===== src/rtl/shift_reg_ctl_pkg.sv =====
// Shared mode encodings and burst FSM state type for the shift_reg_ctl block.
package shift_reg_pkg;

    localparam logic [1:0] MODE_HOLD = 2'b00;
    localparam logic [1:0] MODE_SHR  = 2'b01;
    localparam logic [1:0] MODE_SHL  = 2'b10;
    localparam logic [1:0] MODE_LOAD = 2'b11;

    typedef enum logic [1:0] {
        ST_IDLE  = 2'd0,
        ST_SHIFT = 2'd1,
        ST_DONE  = 2'd2
    } state_t;

endpackage


===== src/rtl/shift_reg_ctl_cell.sv =====
// One storage bit of the universal shift register: 4:1 next-value mux,
// synchronous clear, asynchronous active-low reset.
module shreg_cell
    import shift_reg_pkg::*;
(
    input  logic       clk,
    input  logic       reset,
    input  logic       clr,
    input  logic [1:0] sel,
    input  logic       nb_hi,
    input  logic       nb_lo,
    input  logic       ld,
    output logic       q
);

    logic nxt;

    // nb_hi feeds a right shift (towards bit 0), nb_lo feeds a left shift
    always_comb begin
        nxt = q;
        case (sel)
            MODE_HOLD: nxt = q;
            MODE_SHR:  nxt = nb_hi;
            MODE_SHL:  nxt = nb_lo;
            default:   nxt = ld;
        endcase
    end

    always_ff @(posedge clk or negedge reset) begin
        if (!reset) begin
            q <= 1'b0;
        end else if (clr) begin
            q <= 1'b0;
        end else begin
            q <= nxt;
        end
    end

endmodule


===== src/rtl/shift_reg_ctl.sv =====
// Universal shift register with an LSB-first serializer burst (start/busy/done).
// Optional registered parity output when SHREG_PARITY_EN is defined.
//
// state    | meaning
// ST_IDLE  | manual mode active; start launches a burst
// ST_SHIFT | burst running, one right shift per edge, counter counts down
// ST_DONE  | last shift done; next edge drops busy and pulses done
module shift_reg_ctl
    import shift_reg_pkg::*;
#(
    parameter  int WIDTH = 8,
    localparam int CNT_W = $clog2(WIDTH + 1)
) (
    input  logic             clk,
    input  logic             reset,
    input  logic             en,
    input  logic [1:0]       mode,
    input  logic [WIDTH-1:0] d,
    input  logic             sin_r,
    input  logic             sin_l,
    input  logic             clr,
    input  logic             start,
    output logic [WIDTH-1:0] q,
    output logic             sout_r,
    output logic             sout_l,
    output logic             busy,
    output logic             done
`ifdef SHREG_PARITY_EN
    ,
    output logic             parity
`endif
);

    state_t           state, state_nxt;
    logic [CNT_W-1:0] cnt, cnt_nxt;
    logic             busy_nxt, done_nxt;
    logic [1:0]       sel;

    always_comb begin
        state_nxt = state;
        cnt_nxt   = cnt;
        busy_nxt  = busy;
        done_nxt  = 1'b0;
        sel       = MODE_HOLD;
        if (clr) begin
            state_nxt = ST_IDLE;
            cnt_nxt   = '0;
            busy_nxt  = 1'b0;
        end else begin
            case (state)
                ST_IDLE: begin
                    // start outranks a same-edge load; q is left untouched
                    if (start) begin
                        busy_nxt  = 1'b1;
                        cnt_nxt   = CNT_W'(WIDTH);
                        state_nxt = ST_SHIFT;
                    end else if (en) begin
                        sel = mode;
                    end
                end
                ST_SHIFT: begin
                    sel     = MODE_SHR;
                    cnt_nxt = cnt - CNT_W'(1);
                    if (cnt == CNT_W'(1)) begin
                        state_nxt = ST_DONE;
                    end
                end
                ST_DONE: begin
                    busy_nxt  = 1'b0;
                    done_nxt  = 1'b1;
                    state_nxt = ST_IDLE;
                end
                default: begin
                    state_nxt = ST_IDLE;
                    busy_nxt  = 1'b0;
                    cnt_nxt   = '0;
                end
            endcase
        end
    end

    always_ff @(posedge clk or negedge reset) begin
        if (!reset) begin
            state <= ST_IDLE;
            cnt   <= '0;
            busy  <= 1'b0;
            done  <= 1'b0;
        end else begin
            state <= state_nxt;
            cnt   <= cnt_nxt;
            busy  <= busy_nxt;
            done  <= done_nxt;
        end
    end

    for (genvar i = 0; i < WIDTH; i++) begin : g_cell
        logic nb_hi, nb_lo;
        if (i == WIDTH - 1) begin : g_top
            assign nb_hi = sin_r;
        end else begin : g_mid_hi
            assign nb_hi = q[i+1];
        end
        if (i == 0) begin : g_bot
            assign nb_lo = sin_l;
        end else begin : g_mid_lo
            assign nb_lo = q[i-1];
        end

        shreg_cell u_cell (
            .clk   (clk),
            .reset (reset),
            .clr   (clr),
            .sel   (sel),
            .nb_hi (nb_hi),
            .nb_lo (nb_lo),
            .ld    (d[i]),
            .q     (q[i])
        );
    end

    assign sout_r = q[0];
    assign sout_l = q[WIDTH-1];

`ifdef SHREG_PARITY_EN
    logic [WIDTH-1:0] q_nxt;

    // Mirrors the cell muxes so parity lands on the same edge as q
    always_comb begin
        q_nxt = q;
        case (sel)
            MODE_SHR:  q_nxt = {sin_r, q[WIDTH-1:1]};
            MODE_SHL:  q_nxt = {q[WIDTH-2:0], sin_l};
            MODE_LOAD: q_nxt = d;
            default:   q_nxt = q;
        endcase
        if (clr) begin
            q_nxt = '0;
        end
    end

    always_ff @(posedge clk or negedge reset) begin
        if (!reset) begin
            parity <= 1'b0;
        end else begin
            parity <= ^q_nxt;
        end
    end
`endif

endmodule


===== config.mk =====
export PLATFORM = sky130hd
export DESIGN_NAME = shift_reg_ctl
export DESIGN_NICKNAME = d
export VERILOG_FILES = /design/src/rtl/shift_reg_ctl_pkg.sv /design/src/rtl/shift_reg_ctl_cell.sv /design/src/rtl/shift_reg_ctl.sv
export SDC_FILE = /design/constraint.sdc
export NUM_CORES = 1
export LEC_CHECK = 0
export BUFFER_PORTS_ARGS = -buffer_cell sky130_fd_sc_hd__clkbuf_2
export CAP_MARGIN = 10
export CORE_UTILIZATION = 45
export CTS_BUF_LIST = sky130_fd_sc_hd__clkbuf_2
export DETAILED_ROUTE_END_ITERATION = 6
export PLACE_DENSITY_LB_ADDON = 0.12
export SKIP_CTS_REPAIR_TIMING = 1
export SYNTH_ARGS = -nofsm -noshare
export SYNTH_HDL_FRONTEND = slang
export SYNTH_HIERARCHICAL = 1
export SYNTH_SLANG_ARGS = --single-unit

===== constraint.sdc =====
create_clock -name clk -period 7.68 [get_ports clk]
set_input_delay 0.384 -clock clk [delete_from_list [all_inputs] [get_ports clk]]
set_output_delay 0.384 -clock clk [all_outputs]
set_load 0.005 [all_outputs]

Word level (Yosys, flattened, before mapping)
Index checks and enable logic that the tools add are counted.
{"block": "classes", "reduce_logical": 5, "eq_ne": 10, "n_addsub": 1, "mux": 32}
{"operator": "case mux 1 bit (3 select lines)", "count": 8}
{"operator": "two-way mux 1 bit", "count": 12}
{"operator": "two-way mux 2 bit", "count": 6}
{"operator": "case mux 4 bit (3 select lines)", "count": 1}
{"operator": "two-way mux 4 bit", "count": 2}
{"operator": "case mux 2 bit (2 select lines)", "count": 2}
{"operator": "!= test 2 bit, second input constant", "count": 3}
{"operator": "!= test 3 bit, second input constant", "count": 2}
{"operator": "AND reduction 2 bit", "count": 3}
{"operator": "== test 2 x 1 -> 1 bit, second input constant", "count": 2}
{"operator": "== test 2 bit, second input constant", "count": 2}
{"operator": "== test 4 x 1 -> 1 bit, second input constant", "count": 1}
{"operator": "logical NOT 2 bit", "count": 2}
{"operator": "subtractor 4 x 1 -> 4 bit, second input constant", "count": 1}
{"operator": "case mux 1 bit (2 select lines)", "count": 1}
{"block": "totals", "inputBits": 17, "regBits": 16}

Depth between registers and ports, before layout
{"block": "depth", "word_depth": 7, "depth_mapped": 8, "depth_no_buf": 8}

Hierarchy
The synthesis kept the hierarchy.
{"module": "shreg_cell", "area_each_um2": 103.8, "seq_area_each_um2": 25.0, "cells_each": 11, "n_inst": 8}
{"module": "shift_reg_ctl", "area_each_um2": 503.0, "seq_area_each_um2": 200.2, "cells_each": 54, "n_inst": 1}

Least setup slack after synthesis
No wires, ideal clock.
{"block": "synth_timing", "path_type": "input to register", "startpoint": "in clr", "endpoint": "reg g_cell[6].u_cell.q", "path_slack_ns": 5.137, "required_ns": 7.558, "setup_time_ns": 0.122, "path_buffers": 1, "t_arrival_ns": 2.421, "cell_stages": 7, "path_cell_list": "buf_6 -> nor3_1 -> inv_1 -> ha_1 -> nand2b_1 -> a221oi_1 -> a2111oi_1"}
{"block": "synth_via", "elab_chain_cells": 4, "elab_cells_between_ends": 7, "cone_classes": "3 x eq/ne; 3 x mux; 1 x reduce/logical"}
{"element": "from (decl)", "line_no": "shift_reg_ctl.sv:21", "source": "input logic clr,"}
{"element": "two-way mux 2 bit *", "line_no": "shift_reg_ctl.sv:45", "source": "if (clr) begin"}
{"element": "net sel[0]", "line_no": "shift_reg_ctl.sv:37", "source": "logic [1:0] sel;"}
{"element": "== test 2 bit (tied with other cells)", "line_no": "shift_reg_ctl_cell.sv:21", "source": "case (sel)"}
{"element": "case mux 1 bit (3 select lines)", "line_no": "shift_reg_ctl_cell.sv:21"}
{"element": "two-way mux 1 bit", "line_no": "shift_reg_ctl_cell.sv:32", "source": "end else if (clr) begin"}
{"element": "to (signal assigned)", "line_no": "shift_reg_ctl_cell.sv:35", "source": "q <= nxt;"}
{"element": "to (decl)", "line_no": "shift_reg_ctl_cell.sv:13", "source": "output logic q"}
Mark *: on every way through the listed nets, which the timed path passes. The rest lies on a longest branch.
A chain may end at the register's enable or synchronous reset.

Final worst setup path
{"block": "layout_timing", "startpoint": "reg state[0]", "endpoint": "reg g_cell[2].u_cell.q"}
{"block": "layout_via", "elab_chain_cells": 6, "elab_cells_between_ends": 10, "cone_classes": "4 x eq/ne; 4 x mux; 2 x reduce/logical"}
{"element": "from (decl)", "line_no": "shift_reg_ctl.sv:34", "source": "state_t state, state_nxt;"}
{"element": "from (signal assigned)", "line_no": "shift_reg_ctl.sv:89", "source": "state <= state_nxt;"}
{"element": "== test 2 x 1 -> 1 bit / logical NOT 2 bit (equally long branches)", "line_no": "shift_reg_ctl.sv:50", "source": "case (state)"}
{"element": "case mux 2 bit (2 select lines) *", "line_no": "shift_reg_ctl.sv:50"}
{"element": "two-way mux 2 bit *", "line_no": "shift_reg_ctl.sv:45"}
{"element": "net sel[0]", "line_no": "shift_reg_ctl.sv:37"}
{"element": "== test 2 bit (tied with other cells)", "line_no": "shift_reg_ctl_cell.sv:21"}
{"element": "case mux 1 bit (3 select lines)", "line_no": "shift_reg_ctl_cell.sv:21"}
{"element": "two-way mux 1 bit", "line_no": "shift_reg_ctl_cell.sv:32"}
{"element": "to (signal assigned)", "line_no": "shift_reg_ctl_cell.sv:35"}
{"element": "to (decl)", "line_no": "shift_reg_ctl_cell.sv:13"}
Marked as above.

==> flow_summary.ini <==
[sta]
relSlewSlack = 0.2882
setup_viol = 0
worstMarginPinSlew_ps = 1062
hold_slack_ps = 0.4162
fmax_mhz = 370.5
rsz0062_at_grt = false
maxSlewViolCount = 0
fin_skew_ps = 9.334
period_share = 0.3514
min_period_ps = 2699
setup-tns-final_ps = 0
finalHoldViolCount = 0
setup_slack_ps = 4981

[layout]
drive_gt1_frac = 0.2195
final_area_sq_um = 1464
fin_nets = 209
antennaDiodeCount = 0
area_growth_syn_to_layout_pct = 9.756
fillCellCount = 269

[clock_tree]
cts_num_sinks = 16
clock_tree.root_cell = clkbuf_2
clkTransAtPathRegs_ps = 150
clk_latency_ps = 270
clockBufferDepth = 2
h-tree-depth = 1
cts_buffers = 3
cts_tree = yes

[place]
place_ws_ps = 4807
io_buffers = 28
place_hpwl_um = 2065
gp_congestion = 0.6701
placed_area_sq_um = 1449

[setup_path]
end_kind = flop
critPathLaunchType = flop
arrival_ps = 2840
path_max_fanout = 16
cp_data_required_time_ps = 7820
critPathKind = flop to flop

[grt]
antenna_found_initial = 0
track_usage = 0.1772
grt_pass1_wl_um = 4429
grt_pass1_vias = 1028
grt_max_degree = 18
grt_remaining_overflow = 0

[synthesis]
yosysMostFrequentCell = inv_1
synth_commonest_cells = 31 x inv_1, 26 x ha_1, 16 x dfrtp_1, 13 x nor3_1
yosysSeqAreaShare = 0.3002
syn-instance-count = 142
synth.area.top_cells = dfrtp_1 30%, ha_1 24%, inv_1 8.7%
synth_area_sq_um = 1334
synthesis.nets = 185
synth_cell_types = 24
synth.ff_latch_count = 16
ys_async_sr_fraction = 1.000
synth_top_area_frac = 0.3002
yosys_warnings = 6
synth_area_per_cell_sq_um = 9.393
synth_top_cell_by_area = dfrtp_1
synth-main-ff-cell = dfrtp_1
synth_edf_count = 0

[detailed_routing]
drtIter0Drc = 18
avgViaCountPerCell = 5.349
final_antenna_net_count = 0
totalWireLength_um = 2575
route.detailed.drc = 0
wl_per_cell_um = 13.21
drt_pre_antenna_iters = 4
vias = 1043

[power_and_ir_drop]
ir_worst_vdd_uv = 81.74
power_density_nw_per_um2 = 128.1
leakagePower_uw = 0.0006945

[floorplanning]
placementRows = 19
dieArea_sq_um = 3185
die_w_um = 56.44
start_util = 0.4795
dieHeight_um = 56.44
io_pins = 29
core_area_sq_um = 2781

[run_status]
status = finished clean

[job]
maxCapViolations = 0

[worst_hold_path]
hold_class = input pin to async pin
## per-layer routing
layer	vias to the layer above	global-route usage	share of wire
li1	525	-	-
met3	2	0.02304	0.033
met5	-	0	0
met4	0	0.06272	0.010
met2	20	0.3328	0.52
met1	496	0.2017	0.44
## placed cells by master (no fill, tap or decap), drive strengths merged
cell type / synthesis / final
buf: 10 / 1
o21ai: 1 / 1
nor3b: 2 / 2
a221oi: 8 / 8
inv: 31 / 31
nand2b: 9 / 9
a2111oi: 8 / 8
nor2: 4 / 4
a21oi: 2 / 2
a32oi: 2 / 2
xor2: 1 / 1
o211ai: 1 / 1
dfrtp: 16 / 16
nand2: 1 / 1
nand4: 2 / 2
ha: 26 / 26
and3: 1 / 1
clkbuf: 0 / 31
a31oi: 2 / 2
and2b: 1 / 1
a211o: 1 / 1
nor3: 13 / 13
## power by group
part	leakage (uW)	switching, uW	total, uW	internal, uW
logic	0.000469	28.3	52.2	23.8
clock network	0.0000125	24.8	35.5	10.7
registers	0.000213	8.58	99.9	91.3
## path summary, 6_finish.rpt
kind,endpoint,slack [ps],startpoint,cells past startpoint
max in group asynchronous,g_cell[3].u_cell/q,7390,reset,1
min reg2reg,g_cell[7].u_cell/q,590,g_cell[7].u_cell/q,2
min in group clk,busy,460,start,3
max,g_cell[2].u_cell/q,4980,state[0],7
min,state[0],0.4,reset,1
max reg2reg,g_cell[2].u_cell/q,4980,state[0],7
## worst max-delay path: stages (launching register included)
cell	delay (ps)
dfrtp_1	530
a31oi_1	100
nor3_2	810
inv_1	190
ha_1	370
nand2b_1	80
a221oi_1	50
a2111oi_1	430
## metrics by stage
step,utilization,std cells,power (uW)
3_5_place_dp,0.5209,192,154.3
5_1_grt,0.5263,195,200.5
3_3_place_gp,0.5209,192,150.7
2_1_floorplan,-,142,138.4
4_1_cts,0.5263,195,189.9
6_report,0.5263,195,187.6
## registers in the layout (all words and copies together) (netlist names)
name             cells
cnt                  4
g_cell.u_cell/q      8
state                2
busy                 1
done                 1
## logic make-up after synthesis
logic type	after synthesis	share of synthesized area
buffers and inverters	41	0.1445
and+or+nand+nor	33	0.1426
adders and majority gates	26	0.2439
AOI/OAI and AO/OA	25	0.1623
DFF	16	0.3002
xor gates and xnor gates	1	0.006568
## area by class of cell
cell class	instances	area (sq um)	area share
Tap cell	31	38.79	0.02650
Multi-Input combinational cell	85	745.7	0.5094
Clock buffer	3	15.01	0.01026
Sequential cell	16	400.4	0.2735
Timing Repair Buffer	29	147.6	0.1009
Inverter	31	116.4	0.07949
Power figures use the tool's default switching activity.
